[config.mk]
export PLATFORM = sky130hd
export DESIGN_NAME = tcp_tx_arbiter_flat
export DESIGN_NICKNAME = d
export VERILOG_FILES = /design/src/rtl/tcp_tx_arbiter_if.sv /design/src/rtl/tcp_tx_arbiter.sv /design/src/flat_wrapper.sv
export SDC_FILE = /design/constraint.sdc
export NUM_CORES = 1
export LEC_CHECK = 0
export ABC_AREA = 1
export CAP_MARGIN = 20
export CORE_UTILIZATION = 50
export CTS_CLUSTER_SIZE = 12
export DETAILED_ROUTE_END_ITERATION = 8
export MAX_ROUTING_LAYER = met4
export PLACE_DENSITY = 0.87
export RECOVER_POWER = 25
export SETUP_SLACK_MARGIN = 0.4
export SLEW_MARGIN = 20
export SYNTH_ARGS = -nofsm -noshare
export SYNTH_HDL_FRONTEND = slang
export SYNTH_SLANG_ARGS = --single-unit
[constraint.sdc]
create_clock -name clk -period 2.7 [get_ports clk]
set_clock_uncertainty 0.15 [all_clocks]
set_input_delay 0.27 -clock clk [delete_from_list [all_inputs] [get_ports clk]]
set_output_delay 0.27 -clock clk [all_outputs]
set_load 0.005 [all_outputs]
[src/rtl/tcp_tx_arbiter_if.sv]
// Handshake bundle shared by the TCP segment requesters, the TX arbiter and the
// TX segment builder.
interface tcp_tx_arbiter_if #(
  parameter int N_REQ   = 4,
  parameter int FLAGS_W = 6
);
  logic [N_REQ-1:0]         req_vld;
  logic [N_REQ*FLAGS_W-1:0] req_flags;
  logic [N_REQ-1:0]         grant;
  logic [N_REQ-1:0]         done;
  logic                     tx_start;
  logic [FLAGS_W-1:0]       tx_flags;
  logic                     tx_done_in;
  logic                     tx_busy;

  // Requester/builder side: raises requests and reports builder completion.
  modport master (
    output req_vld,
    output req_flags,
    output tx_done_in,
    input  grant,
    input  done,
    input  tx_start,
    input  tx_flags,
    input  tx_busy
  );

  // Arbiter side.
  modport slave (
    input  req_vld,
    input  req_flags,
    input  tx_done_in,
    output grant,
    output done,
    output tx_start,
    output tx_flags,
    output tx_busy
  );
endinterface

[src/rtl/tcp_tx_arbiter.sv]
// Shares one TCP TX segment builder between RST, handshake, FIN and data requesters:
// strict priority for the RST path, round-robin for the rest, watchdog per frame.
module tcp_tx_arbiter #(
  parameter int N_REQ          = 4,
  parameter int FLAGS_W        = 6,
  parameter int TIMEOUT_CYCLES = 1024
) (
  input  logic            clk,
  input  logic            rst,
  tcp_tx_arbiter_if.slave bus,
  output logic            err_timeout,
  output logic [15:0]     frame_cnt
);

  localparam int PTR_W = (N_REQ > 1) ? $clog2(N_REQ) : 1;
  localparam int TMR_W = $clog2(TIMEOUT_CYCLES);
  localparam logic [TMR_W-1:0] TMR_LAST = TMR_W'(TIMEOUT_CYCLES - 1);
  localparam logic [PTR_W-1:0] PTR_RST  = PTR_W'(N_REQ - 1);

  typedef enum logic [1:0] {
    IDLE,
    ISSUE,
    WAIT,
    GAP
  } state_t;

  state_t             state_q, state_n;
  logic [PTR_W-1:0]   idx_q, idx_n;
  logic [PTR_W-1:0]   rr_ptr_q, rr_ptr_n;
  logic [TMR_W-1:0]   timer_q, timer_n;
  logic [FLAGS_W-1:0] flags_q, flags_n;
  logic [N_REQ-1:0]   grant_q, grant_n;
  logic [N_REQ-1:0]   done_q, done_n;
  logic               start_q, start_n;
  logic               err_q, err_n;
  logic [15:0]        frame_cnt_q, frame_cnt_n;

  logic               any_req;
  logic [PTR_W-1:0]   win_idx;
  logic [PTR_W-1:0]   cand_idx;
  int                 cand;
  logic [FLAGS_W-1:0] win_flags;
  logic [N_REQ-1:0]   win_onehot;
  logic [N_REQ-1:0]   idx_onehot;

  // Scanning from the far end backwards leaves the first hit after rr_ptr in win_idx;
  // index 0 is never a round-robin candidate because it already has strict priority.
  always_comb begin
    any_req  = |bus.req_vld;
    win_idx  = '0;
    cand     = 0;
    cand_idx = '0;
    if (!bus.req_vld[0]) begin
      for (int i = N_REQ; i >= 1; i--) begin
        cand     = (int'(rr_ptr_q) + i) % N_REQ;
        cand_idx = PTR_W'(cand);
        if (cand != 0 && bus.req_vld[cand_idx]) begin
          win_idx = cand_idx;
        end
      end
    end
  end

  always_comb begin
    win_flags  = '0;
    win_onehot = '0;
    idx_onehot = '0;
    for (int i = 0; i < N_REQ; i++) begin
      win_onehot[i] = (win_idx == PTR_W'(i));
      idx_onehot[i] = (idx_q == PTR_W'(i));
      if (win_idx == PTR_W'(i)) begin
        win_flags = bus.req_flags[i*FLAGS_W +: FLAGS_W];
      end
    end
  end

  // Pulse outputs are computed one cycle ahead so that they are registered and
  // line up with the state they belong to (grant/tx_start in ISSUE, done/err in GAP).
  always_comb begin
    state_n     = state_q;
    idx_n       = idx_q;
    rr_ptr_n    = rr_ptr_q;
    timer_n     = timer_q;
    flags_n     = flags_q;
    grant_n     = '0;
    done_n      = '0;
    start_n     = 1'b0;
    err_n       = 1'b0;
    frame_cnt_n = frame_cnt_q;

    case (state_q)
      IDLE: begin
        if (any_req) begin
          state_n = ISSUE;
          idx_n   = win_idx;
          flags_n = win_flags;
          grant_n = win_onehot;
          start_n = 1'b1;
          timer_n = '0;
        end
      end
      ISSUE: begin
        state_n = WAIT;
        timer_n = timer_q + TMR_W'(1);
      end
      WAIT: begin
        // Completion beats the watchdog when both land on the same cycle.
        if (bus.tx_done_in) begin
          state_n     = GAP;
          done_n      = idx_onehot;
          frame_cnt_n = frame_cnt_q + 16'd1;
          if (idx_q != '0) begin
            rr_ptr_n = idx_q;
          end
        end else if (timer_q == TMR_LAST) begin
          state_n = GAP;
          err_n   = 1'b1;
        end else begin
          timer_n = timer_q + TMR_W'(1);
        end
      end
      GAP: begin
        state_n = IDLE;
      end
      default: begin
        state_n = IDLE;
      end
    endcase
  end

  always_ff @(posedge clk or negedge rst) begin
    if (!rst) begin
      state_q     <= IDLE;
      idx_q       <= '0;
      rr_ptr_q    <= PTR_RST;
      timer_q     <= '0;
      flags_q     <= '0;
      grant_q     <= '0;
      done_q      <= '0;
      start_q     <= 1'b0;
      err_q       <= 1'b0;
      frame_cnt_q <= '0;
    end else begin
      state_q     <= state_n;
      idx_q       <= idx_n;
      rr_ptr_q    <= rr_ptr_n;
      timer_q     <= timer_n;
      flags_q     <= flags_n;
      grant_q     <= grant_n;
      done_q      <= done_n;
      start_q     <= start_n;
      err_q       <= err_n;
      frame_cnt_q <= frame_cnt_n;
    end
  end

  assign bus.grant    = grant_q;
  assign bus.done     = done_q;
  assign bus.tx_start = start_q;
  assign bus.tx_flags = flags_q;
  assign bus.tx_busy  = (state_q != IDLE);
  assign err_timeout  = err_q;
  assign frame_cnt    = frame_cnt_q;

endmodule

[src/flat_wrapper.sv]
// flat-port wrapper written by rule: the top's interface ports become plain ports
module tcp_tx_arbiter_flat 
#(
  parameter int N_REQ          = 4,
  parameter int FLAGS_W        = 6,
  parameter int TIMEOUT_CYCLES = 1024
)
  (clk, rst, err_timeout, frame_cnt, bus_req_vld, bus_req_flags, bus_tx_done_in, bus_grant, bus_done, bus_tx_start, bus_tx_flags, bus_tx_busy);
  tcp_tx_arbiter_if #(.N_REQ(N_REQ), .FLAGS_W(FLAGS_W)) bus_i ();
  input  logic clk;
  input  logic rst;
  output logic err_timeout;
  output logic [15:0] frame_cnt;
  input wire logic [$bits(bus_i.req_vld)-1:0] bus_req_vld;
  input wire logic [$bits(bus_i.req_flags)-1:0] bus_req_flags;
  input wire logic [$bits(bus_i.tx_done_in)-1:0] bus_tx_done_in;
  output wire logic [$bits(bus_i.grant)-1:0] bus_grant;
  output wire logic [$bits(bus_i.done)-1:0] bus_done;
  output wire logic [$bits(bus_i.tx_start)-1:0] bus_tx_start;
  output wire logic [$bits(bus_i.tx_flags)-1:0] bus_tx_flags;
  output wire logic [$bits(bus_i.tx_busy)-1:0] bus_tx_busy;
  assign bus_i.req_vld = bus_req_vld;
  assign bus_i.req_flags = bus_req_flags;
  assign bus_i.tx_done_in = bus_tx_done_in;
  assign bus_grant = bus_i.grant;
  assign bus_done = bus_i.done;
  assign bus_tx_start = bus_i.tx_start;
  assign bus_tx_flags = bus_i.tx_flags;
  assign bus_tx_busy = bus_i.tx_busy;
  tcp_tx_arbiter #(.N_REQ(N_REQ), .FLAGS_W(FLAGS_W), .TIMEOUT_CYCLES(TIMEOUT_CYCLES)) u_core (.clk(clk), .rst(rst), .bus(bus_i), .err_timeout(err_timeout), .frame_cnt(frame_cnt));
endmodule
==> impl_metrics.ini <==
[yosys]
yosysWarnings = 0
synth.area.top_cells = dfrtp_1, nand2_1, inv_1
syn_avg_cell_area_um2 = 8.31
synth_edf_count = 0
synthDominantCellAreaShare_pct = 42.3
synth_compound_area_share_pct = 5.61
yosysMostFrequentCell = nand2_1
ys_types = 36
synth_commonest_cells = nand2_1, inv_1, dfrtp_1, nand3_1, nor2_1
synth_top_family_by_area = simple AND/OR/NAND/NOR gates
synth_nets = 367
synthXorXnorAreaFrac_pct = 4.83
synth_ff_type = dfrtp_1
synth-simple-area-share_pct = 32.1
ys_ff_latch = 48
synthMuxAreaShare_pct = 0.414
synth_area_um2 = 2720
syn_inst = 327
yosys.area.top_type = dfrtp_1
async_flop_share_pct = 100
synthAdderAreaFrac_pct = 4.14
seq_area_frac_synth_pct = 44.3

[setup_path]
critPathKind = reg -> reg
slowest_stage = dfstp_2
crit_chain = inv_4 > ha_4 > inv_4 > nand3_2 > nand3b_4 > or2_1 > nand2_2 > inv_6 > nand2_8 > inv_2 > o21ai_1 > nand3_1 > nand2_1 > nand2_1
startpoint = u_core.rr_ptr_q[0]
slowest_delay_ps = 570
required_ps = 2760
crit_path_max_fanout = 8
crit_arrival_ps = 2370
crit_family = simple AND/OR/NAND/NOR gates
path_buf_inv = 4
r2r_start = u_core.rr_ptr_q[0]
r2r_slack_ps = 390
start_kind = flop
cp-end-kind = flop

[sta]
finalHoldViolations = 0
setup_tns_ps = 0
fin_crit_sh_pct = 85.4
timing.fmax_mhz = 434
drv_slew = 0
rsz0062_at_grt = yes
fin_crit_ps = 2310
setup_viol = 0
worst_slack_ps = 393
worstMarginPinSlew_ps = 1160
relSlewSlack_pct = 22.7

[routing]
drc = 0
via_per_inst = 5.32
drt_iter0_drc = 173
vias = 2540
drt-total-wl_um = 6880
final_antenna_net_count = 0
wire_per_inst_um = 14.4
firstDrtPassIters = 6

[worst_hold_path]
hp-class = reg -> reg
hp-start = u_core.idx_q[0]

[grt]
grt_max_degree = 49
grt-ovfl-total = 0
antenna_found_initial = 0
grt_use_total_pct = 24.7
grt_first_pass_wirelength_um = 10200
grt_pass1_vias = 2291

[clocking]
clock_latency_ps = 310
tritoncts = done
cts.htree.levels = 2
cts-root-buf = clkbuf_8
clk_pin_slew_ps = 100
cts_buffer_depth = 2
cts.sinks = 48
cts_buffers = 5

[finish]
drive_gt1_share_pct = 15.7
final.fill_count = 345
area_growth_pct = 36.5
nNetsFinal = 446
num_antenna_cells = 0

[run_status]
outcome = finished clean

[floorplanning]
row_count = 26
dieHeight_um = 75.7
die_w_um = 75.7
initial_core_util_pct = 52.6
core_um2 = 5170
die_area_um2 = 5740
io-pin-count = 64

[place]
place_congestion = 0.943
io_buffers = 63
hpwl_um = 4790
place_ws_ps = 168

[power_and_ir_drop]
power_leakage_nw = 1.79
powerDensity_nw_per_um2 = 1030
max-vdd-ir-drop_uv = 614

[job]
drv_cap = 0
## repair_timing
action                                  4_1_cts  5_1_grt
endpoints found under the setup margin       10       13
gates resized for setup                       3       20
buffers inserted                              2        3
gates cloned                                  0        3
pin swaps                                     1       12
hold endpoints to repair                     46        0
hold buffers                                  1        0
## through the flow
step	hold slack, ps	utilization [%]	power (mW)	instances	cell area, µm²
after floorplan	-176	-	2.35	327	2720
after global routing	326	71.7	4.09	477	3710
after global placement	247	66.3	2.83	460	3430
final	308	71.7	3.82	477	3710
after CTS	305	69.4	3.52	471	3590
after detailed placement	252	66.3	2.91	460	3430
## worst register-to-register path, delay by kind of cell (launching register included)
kind | cells | cell delay, ps
buf+inv | 4 | 240
compound gates | 1 | 100
fa+ha+maj | 1 | 300
simple gates | 8 | 840
flops | 1 | 570
## power by group
group	internal, mW	switching, mW	total [mW]
logic	0.874	1.38	2.25
registers	0.900	0.120	1.02
clock network	0.279	0.265	0.544
total	2.05	1.76	3.82
## flip-flops by register name, indices dropped and copies added (netlist names)
| register | count |
|---|---|
| u_core.bus.tx_flags | 6 |
| u_core.bus.done | 4 |
| u_core.err_timeout | 1 |
| u_core.idx_q | 2 |
| u_core.rr_ptr_q | 2 |
| u_core.frame_cnt | 16 |
| u_core.timer_q | 10 |
| u_core.bus.tx_start | 1 |
| u_core.bus.grant | 4 |
| u_core.state_q | 2 |
## layout make-up
type,instances,area [µm²],area share [%]
flip-flops and latches,48,1200,32.4
well taps,70,87.6,2.36
inverters,57,231,6.24
multi-input cells,223,1390,37.4
clock buffers,5,68.8,1.85
repair buffers,71,686,18.5
clock inverters,3,46.3,1.25
## per-layer routing
metal | vias to the layer above | global-route usage (%) | wire length (µm)
met5 | - | - | 0
met4 | 0 | 8.64 | 175
met3 | 20 | 3.84 | 406
met2 | 116 | 41.7 | 3420
met1 | 1198 | 30.1 | 2880
li1 | 1206 | - | -
## placed cells by master, fill, tap and decap left out, drive strengths merged
cell            n
dfstp           2
nand4           7
mux2            1
ha              9
or2             1
clkdlybuf4s50  62
o31ai           1
and3            1
buf             7
clkbuf          6
inv            57
o21a            1
clkinvlp        1
bufinv          1
nand3          39
o21ai          19
xor2           12
clkinv          1
nand2          74
nor2           31
dfrtp          46
xnor2           3
a21oi           7
nand3b          2
o21bai          1
nor4            5
dlygate4sd3     1
nor3            9
## kinds of logic (layout without fill, tap and decap cells)
| family | count (synthesis) | in the layout |
|---|---|---|
| AO/OA/AOI/OAI | 29 | 29 |
| buffers and inverters | 59 | 136 |
| XOR/XNOR | 15 | 15 |
| AND/OR/NAND/NOR | 166 | 169 |
| multiplexers | 1 | 1 |
| adder cells (fa/ha/maj) | 9 | 9 |
| flip-flops | 48 | 48 |
## path summary, 6_finish.rpt
kind	to	depth (start not counted)
worst max register to register	u_core.bus.tx_flags[5]	14
worst min register to register	u_core.bus.done[0]	1
max in group asynchronous	u_core.frame_cnt[11]	3
worst max-delay path	u_core.bus.tx_flags[5]	14
worst min-delay path	u_core.bus.done[0]	1
min in group asynchronous	u_core.frame_cnt[0]	3
Note: power is estimated with default switching activity, not from simulation.
